**src/rtl/rover_locator.sv**
```systemverilog
// rover_locator: reduces a stream of ultrasound echo samples to one filtered
// polar fix per sweep, {angle, distance}, with a new_data flag that is held
// until a vsync pulse has passed so the VGA writer can latch it in blanking.
// Optional feature: define LOCATOR_AVERAGE_EN to smooth accepted distances
// by averaging with the previous fix.
module rover_locator #(
  parameter int NUM_ANGLES     = 12,
  parameter int MIN_VALID_DIST = 4,
  parameter int MAX_JUMP       = 32,
  parameter int MAX_MISSES     = 3
) (
  input  logic        vclock,
  input  logic        reset_n,
  input  logic        sample_valid,
  input  logic [3:0]  sample_angle,
  input  logic [7:0]  sample_distance,
  input  logic        sweep_done,
  input  logic        vsync,
  output logic [11:0] location,
  output logic        new_data,
  output logic        fix_valid,
  output logic        lost
);

  localparam int MW = $clog2(MAX_MISSES + 1);

  localparam logic [4:0]    ANGLE_LIMIT = 5'(NUM_ANGLES);
  localparam logic [7:0]    MIN_DIST    = 8'(MIN_VALID_DIST);
  localparam logic [8:0]    JUMP_LIMIT  = 9'(MAX_JUMP);
  localparam logic [MW-1:0] MISS_SAT    = MW'(MAX_MISSES);
  localparam logic [7:0]    NO_ECHO     = 8'hFF;

  localparam logic [0:0] ACCUM = 1'b0;
  localparam logic [0:0] EVAL  = 1'b1;

  logic [0:0]    state;
  logic [7:0]    best_dist;
  logic [3:0]    best_angle;
  logic          found;
  logic [7:0]    cand_dist;
  logic [3:0]    cand_angle;
  logic          cand_found;
  logic [MW-1:0] miss_count;
  logic          vsync_prev;

  logic          qualified;
  logic          take_sample;
  logic          sweep_close;
  logic [8:0]    jump;
  logic [8:0]    jump_abs;
  logic          at_sat;
  logic          accept;
  logic [MW-1:0] miss_next;
  logic [7:0]    accepted_dist;
  logic          vsync_rise;

  // Sample qualification and best-echo comparison (strict less-than keeps the earlier tie).
  always_comb begin
    qualified   = sample_valid
                && ({1'b0, sample_angle} < ANGLE_LIMIT)
                && (sample_distance >= MIN_DIST)
                && (sample_distance != NO_ECHO);
    take_sample = qualified && (sample_distance < best_dist);
    sweep_close = (state == ACCUM) && sweep_done;
  end

  // Track nearest echo; on sweep close hand the result (including a same-cycle sample) to the candidate.
  // NOTE: sequential state uses non-blocking assignments so every register samples pre-edge values.
  always_ff @(posedge vclock or negedge reset_n) begin
    if (!reset_n) begin
      best_dist  <= NO_ECHO;
      best_angle <= 4'd0;
      found      <= 1'b0;
      cand_dist  <= NO_ECHO;
      cand_angle <= 4'd0;
      cand_found <= 1'b0;
    end else if (sweep_close) begin
      cand_dist  <= take_sample ? sample_distance : best_dist;
      cand_angle <= take_sample ? sample_angle    : best_angle;
      cand_found <= found | take_sample;
      best_dist  <= NO_ECHO;
      found      <= 1'b0;
    end else if (take_sample) begin
      best_dist  <= sample_distance;
      best_angle <= sample_angle;
      found      <= 1'b1;
    end
  end

  // Two-state sequencer: one EVAL cycle after each sweep; sweep_done in EVAL is ignored.
  always_ff @(posedge vclock or negedge reset_n) begin
    if (!reset_n) begin
      state <= ACCUM;
    end else if (state == EVAL) begin
      state <= ACCUM;
    end else if (sweep_done) begin
      state <= EVAL;
    end
  end

  // Plausibility check of the candidate against the previous fix and miss-count update.
  // NOTE: every combinational output gets a default first so no latch is inferred.
  always_comb begin
    jump      = {1'b0, cand_dist} - {1'b0, location[7:0]};
    jump_abs  = jump[8] ? (~jump + 9'd1) : jump;
    at_sat    = (miss_count == MISS_SAT);
    accept    = (state == EVAL) && cand_found
                && (!fix_valid || (jump_abs <= JUMP_LIMIT) || at_sat);
    miss_next = miss_count;
    if (accept) begin
      miss_next = '0;
    end else if ((state == EVAL) && !at_sat) begin
      miss_next = miss_count + MW'(1);
    end
    vsync_rise = !vsync_prev && vsync;
  end

`ifdef LOCATOR_AVERAGE_EN
  logic [8:0] dist_sum;

  // Smoothed distance; raw value on the first fix and when the miss override forced acceptance.
  always_comb begin
    dist_sum      = {1'b0, cand_dist} + {1'b0, location[7:0]} + 9'd1;
    accepted_dist = (fix_valid && !at_sat) ? dist_sum[8:1] : cand_dist;
  end
`else
  // Accepted distance is the raw candidate.
  always_comb begin
    accepted_dist = cand_dist;
  end
`endif

  // Registered outputs and the vsync-synchronised new_data handshake (accept beats clear).
  // NOTE: only control/output registers need reset here; no memories are involved.
  always_ff @(posedge vclock or negedge reset_n) begin
    if (!reset_n) begin
      location   <= 12'd0;
      new_data   <= 1'b0;
      fix_valid  <= 1'b0;
      lost       <= 1'b0;
      miss_count <= '0;
      vsync_prev <= 1'b1;
    end else begin
      vsync_prev <= vsync;
      miss_count <= miss_next;
      lost       <= (miss_next == MISS_SAT);
      if (accept) begin
        location  <= {cand_angle, accepted_dist};
        fix_valid <= 1'b1;
        new_data  <= 1'b1;
      end else if (vsync_rise) begin
        new_data  <= 1'b0;
      end
    end
  end

endmodule
```
**config.mk**
```make
export PLATFORM = sky130hd
export DESIGN_NAME = rover_locator
export DESIGN_NICKNAME = d
export VERILOG_FILES = /design/src/rtl/rover_locator.sv
export SDC_FILE = /design/constraint.sdc
export NUM_CORES = 1
export LEC_CHECK = 0
export BUFFER_PORTS_ARGS = -buffer_cell sky130_fd_sc_hd__buf_2
export CAP_MARGIN = 15
export CORE_MARGIN = 3
export CORE_UTILIZATION = 50
export CTS_CLUSTER_DIAMETER = 40
export DETAILED_ROUTE_END_ITERATION = 16
export PLACE_DENSITY = 0.68
export SYNTH_ARGS = -nofsm -noshare
export SYNTH_HDL_FRONTEND = slang
export SYNTH_SLANG_ARGS = --single-unit
```
**constraint.sdc**
```tcl
create_clock -name vclock -period 3.9 [get_ports vclock]
set_clock_uncertainty 0.2 [all_clocks]
set_input_delay 0.195 -clock vclock [delete_from_list [all_inputs] [get_ports vclock]]
set_output_delay 0.195 -clock vclock [all_outputs]
set_load 0.01 [all_outputs]
```
==> metrics.csv <==
stage,metric,value,unit
synthesis,synth-seq-cells,45,
clock_network,post-cts-setup-buffer-count,0,
global_routing,grt_pass1_vias,2680,
synthesis,syn_area,0.00315,mm^2
die,die_w,85.4,um
detailed_routing,drt_iter0_markers,251,
clock_network,cts_tree,yes,
critical_path,critical_path_required,3850,ps
sta,max_freq,286,MHz
sta,post-route-period-util,89.7,%
sta,setup_viol_count_final,0,
flow_run,cap_violations,0,
placement,gp_congestion,0.938,
global_routing,grt_pass1_wl,13200,um
critical_path,crit_path_end_kind,flop,
die,io_pins,32,
power_and_ir_drop,powerDensity,592,mW/mm^2
sta,relSlewSlack,22.0,%
global_routing,grt_usage,22.0,%
final_layout,drive_gt1_share,21.8,%
hold_path,min_path_type,in -> reg,
sta,tightest_slew,1170,ps
sta,fin_ws,403,ps
detailed_routing,wl_per_cell,17.7,um
synthesis,yosysWarningCount,0,
placement,hpwlAfterDp,5350,um
synthesis,syn_area_per_cell,9.51,um^2
placement,io_buffers,31,
die,die_h,85.4,um
synthesis,synth_cells,331,
final_layout,syn_to_final_growth,12.4,%
die,start_util,52.3,%
die,rows,28,
clock_network,cts_buffers,5,
sta,tns,0,ps
clock_network,insertion_delay,300,ps
detailed_routing,wirelength,7720,um
clock_network,path_clk_slew,90,ps
sta,hold_violations,0,
detailed_routing,via_per_inst,6.41,
final_layout,final_util,58.7,%
synthesis,syn_nets,365,
sta,hold_slack,10.5,ps
synthesis,ys.flop_type,dfrtp_1,
critical_path,crit_fanout,14,
synthesis,synth-edff-count,0,
sta,drv_slew,0,
critical_path,setup.worst_path.class,reg -> reg,
critical_path,worst_ep_arrival_time,3450,ps
power_and_ir_drop,ir_worst_vdd,341,uV
clock_network,cts_root_buffer,clkbuf_8,
synthesis,yosysSeqAreaShare,36.4,%
placement,pre_cts_slack,425,ps
final_layout,diodes,0,
clock_network,clockBufferDepth,2,
status,run_status,"complete, no violations",
detailed_routing,drc,0,
detailed_routing,first_pass_iters,7,
synthesis,synth_cell_type_count,51,
final_layout,layout_common_cells,"43 x o211ai_1, 31 x buf_2, 29 x nand2_1",
synthesis,async_flop_share,100,%
die,dieArea,0.00729,mm^2
power_and_ir_drop,p_leak,1.45,nW
global_routing,overflow,0,
global_routing,antenna_found_initial,0,
detailed_routing,antenna_left,0,
final_layout,final_common_cell,o211ai_1,
global_routing,grt_max_degree,46,
die,core,0.00603,mm^2
clock_network,cts.sinks,45,
sta,finalCriticalPeriod,3500,ps
critical_path,worstSetupStartpointType,flop,
clock_network,ctsHtreeMaxLevel,2,
final_layout,fin_nets,395,
final_layout,fill_cells,541,
detailed_routing,num_vias,2800,
sta,grt_setup_unrepaired,false,
metrics by stage:
stage | area (um^2) | total power, mW | std cells
after detailed placement | 3330 | 1.70 | 420
final | 3540 | 2.10 | 437
after floorplan | 3150 | 1.46 | 331
after global placement | 3330 | 1.67 | 420
after global routing | 3540 | 2.24 | 437
after CTS | 3540 | 2.09 | 437
path summary, 6_finish.rpt:
path | start | end | slack (ps) | cells after the start
max in group asynchronous | reset_n | location[5]$_DFFE_PN0P_ | 2480 | 2
min in group asynchronous | reset_n | miss_count[1]$_DFF_PN0_ | 390 | 2
max reg2reg | accepted_dist[0]$_DFFE_PN1P_ | location[0]$_DFFE_PN0P_ | 400 | 11
min reg2reg | fix_valid$_DFFE_PN0P_ | fix_valid$_DFFE_PN0P_ | 290 | 1
max | accepted_dist[0]$_DFFE_PN1P_ | location[0]$_DFFE_PN0P_ | 400 | 11
min | sample_distance[4] | accepted_dist[4]$_DFFE_PN1P_ | 10 | 3
timing repair:
item,CTS,global route
endpoints found under the hold margin,38,0
hold buffers,9,0
resized for setup,0,0
logic make-up (layout without fill, tap and decap cells):
group,count (synthesis),in the layout,synth area share [%]
compound gates,124,124,32.1
simple gates,85,85,13.4
buf+inv,47,78,6.75
flops,45,45,36.4
fa+ha+maj,17,17,6.99
mux,9,9,3.26
xor+xnor,4,4,1.11
metal layers:
| layer | wire, um | track usage (%) |
|---|---|---|
| met3 | 363 | 2.82 |
| met2 | 3690 | 35.9 |
| met1 | 3610 | 31.0 |
| met4 | 63 | 5.04 |
| met5 | 0 | 0 |
final cells by class:
class	instances	area, um^2	area share [%]
Multi-Input combinational cell	239	1790	50.7
Sequential cell	45	1150	32.4
Timing Repair Buffer	46	290	8.20
Tap cell	75	93.8	2.65
Inverter	24	90.1	2.55
Clock buffer	6	82.6	2.33
Clock inverter	2	41.3	1.17
cell usage after synthesis, types with 2 or more instances:
| library cell | count | area (um^2) |
|---|---|---|
| o211ai_1 | 43 | 323 |
| nand2_1 | 29 | 109 |
| dfrtp_1 | 28 | 701 |
| inv_1 | 23 | 86.3 |
| dfstp_2 | 17 | 447 |
| ha_1 | 16 | 200 |
| and2_1 | 14 | 87.6 |
| clkbuf_1 | 14 | 52.6 |
| nand3_1 | 14 | 70.1 |
| o2111ai_1 | 13 | 114 |
| o311ai_0 | 13 | 114 |
| a222oi_1 | 12 | 120 |
| a21oi_1 | 9 | 45.0 |
| nor2_1 | 9 | 33.8 |
| a21o_1 | 6 | 45.0 |
| mux2_2 | 6 | 67.6 |
| nand2b_1 | 6 | 37.5 |
| a211oi_1 | 4 | 30.0 |
| a31oi_1 | 4 | 25.0 |
| o31ai_1 | 4 | 30.0 |
| buf_6 | 3 | 33.8 |
| nor3_1 | 3 | 15.0 |
| o21ai_0 | 3 | 15.0 |
| or2_2 | 3 | 18.8 |
| buf_1 | 2 | 7.51 |
| buf_2 | 2 | 10.0 |
| mux2i_1 | 2 | 20.0 |
| nand4_1 | 2 | 12.5 |
| nor2b_1 | 2 | 12.5 |
| o31a_1 | 2 | 17.5 |
| xnor2_1 | 2 | 17.5 |
| xor2_1 | 2 | 17.5 |
critical path, cell delays in order (launching register included):
cell      delay, ps
dfstp_2         390
inv_1            50
ha_1            150
inv_1            50
fa_1            390
a21oi_1         240
o22a_1          240
nor2_1           50
a21o_1          170
a31oi_1         920
o31a_4          400
o211ai_1        120
flip-flops by register name (all words and copies together), names as in the netlist:
register / cells
vsync_prev: 1
fix_valid: 1
location: 12
new_data: 1
found: 1
cand_angle: 4
cand_found: 1
miss_count: 2
best_angle: 4
state: 1
lost: 1
accepted_dist: 8
best_dist: 8
where the power goes:
part | internal (mW) | total, mW | switching, mW
clock network | 0.213 | 0.384 | 0.171
logic | 0.404 | 1.02 | 0.614
registers | 0.602 | 0.694 | 0.0921
Note: power is estimated with default switching activity, not from simulation.
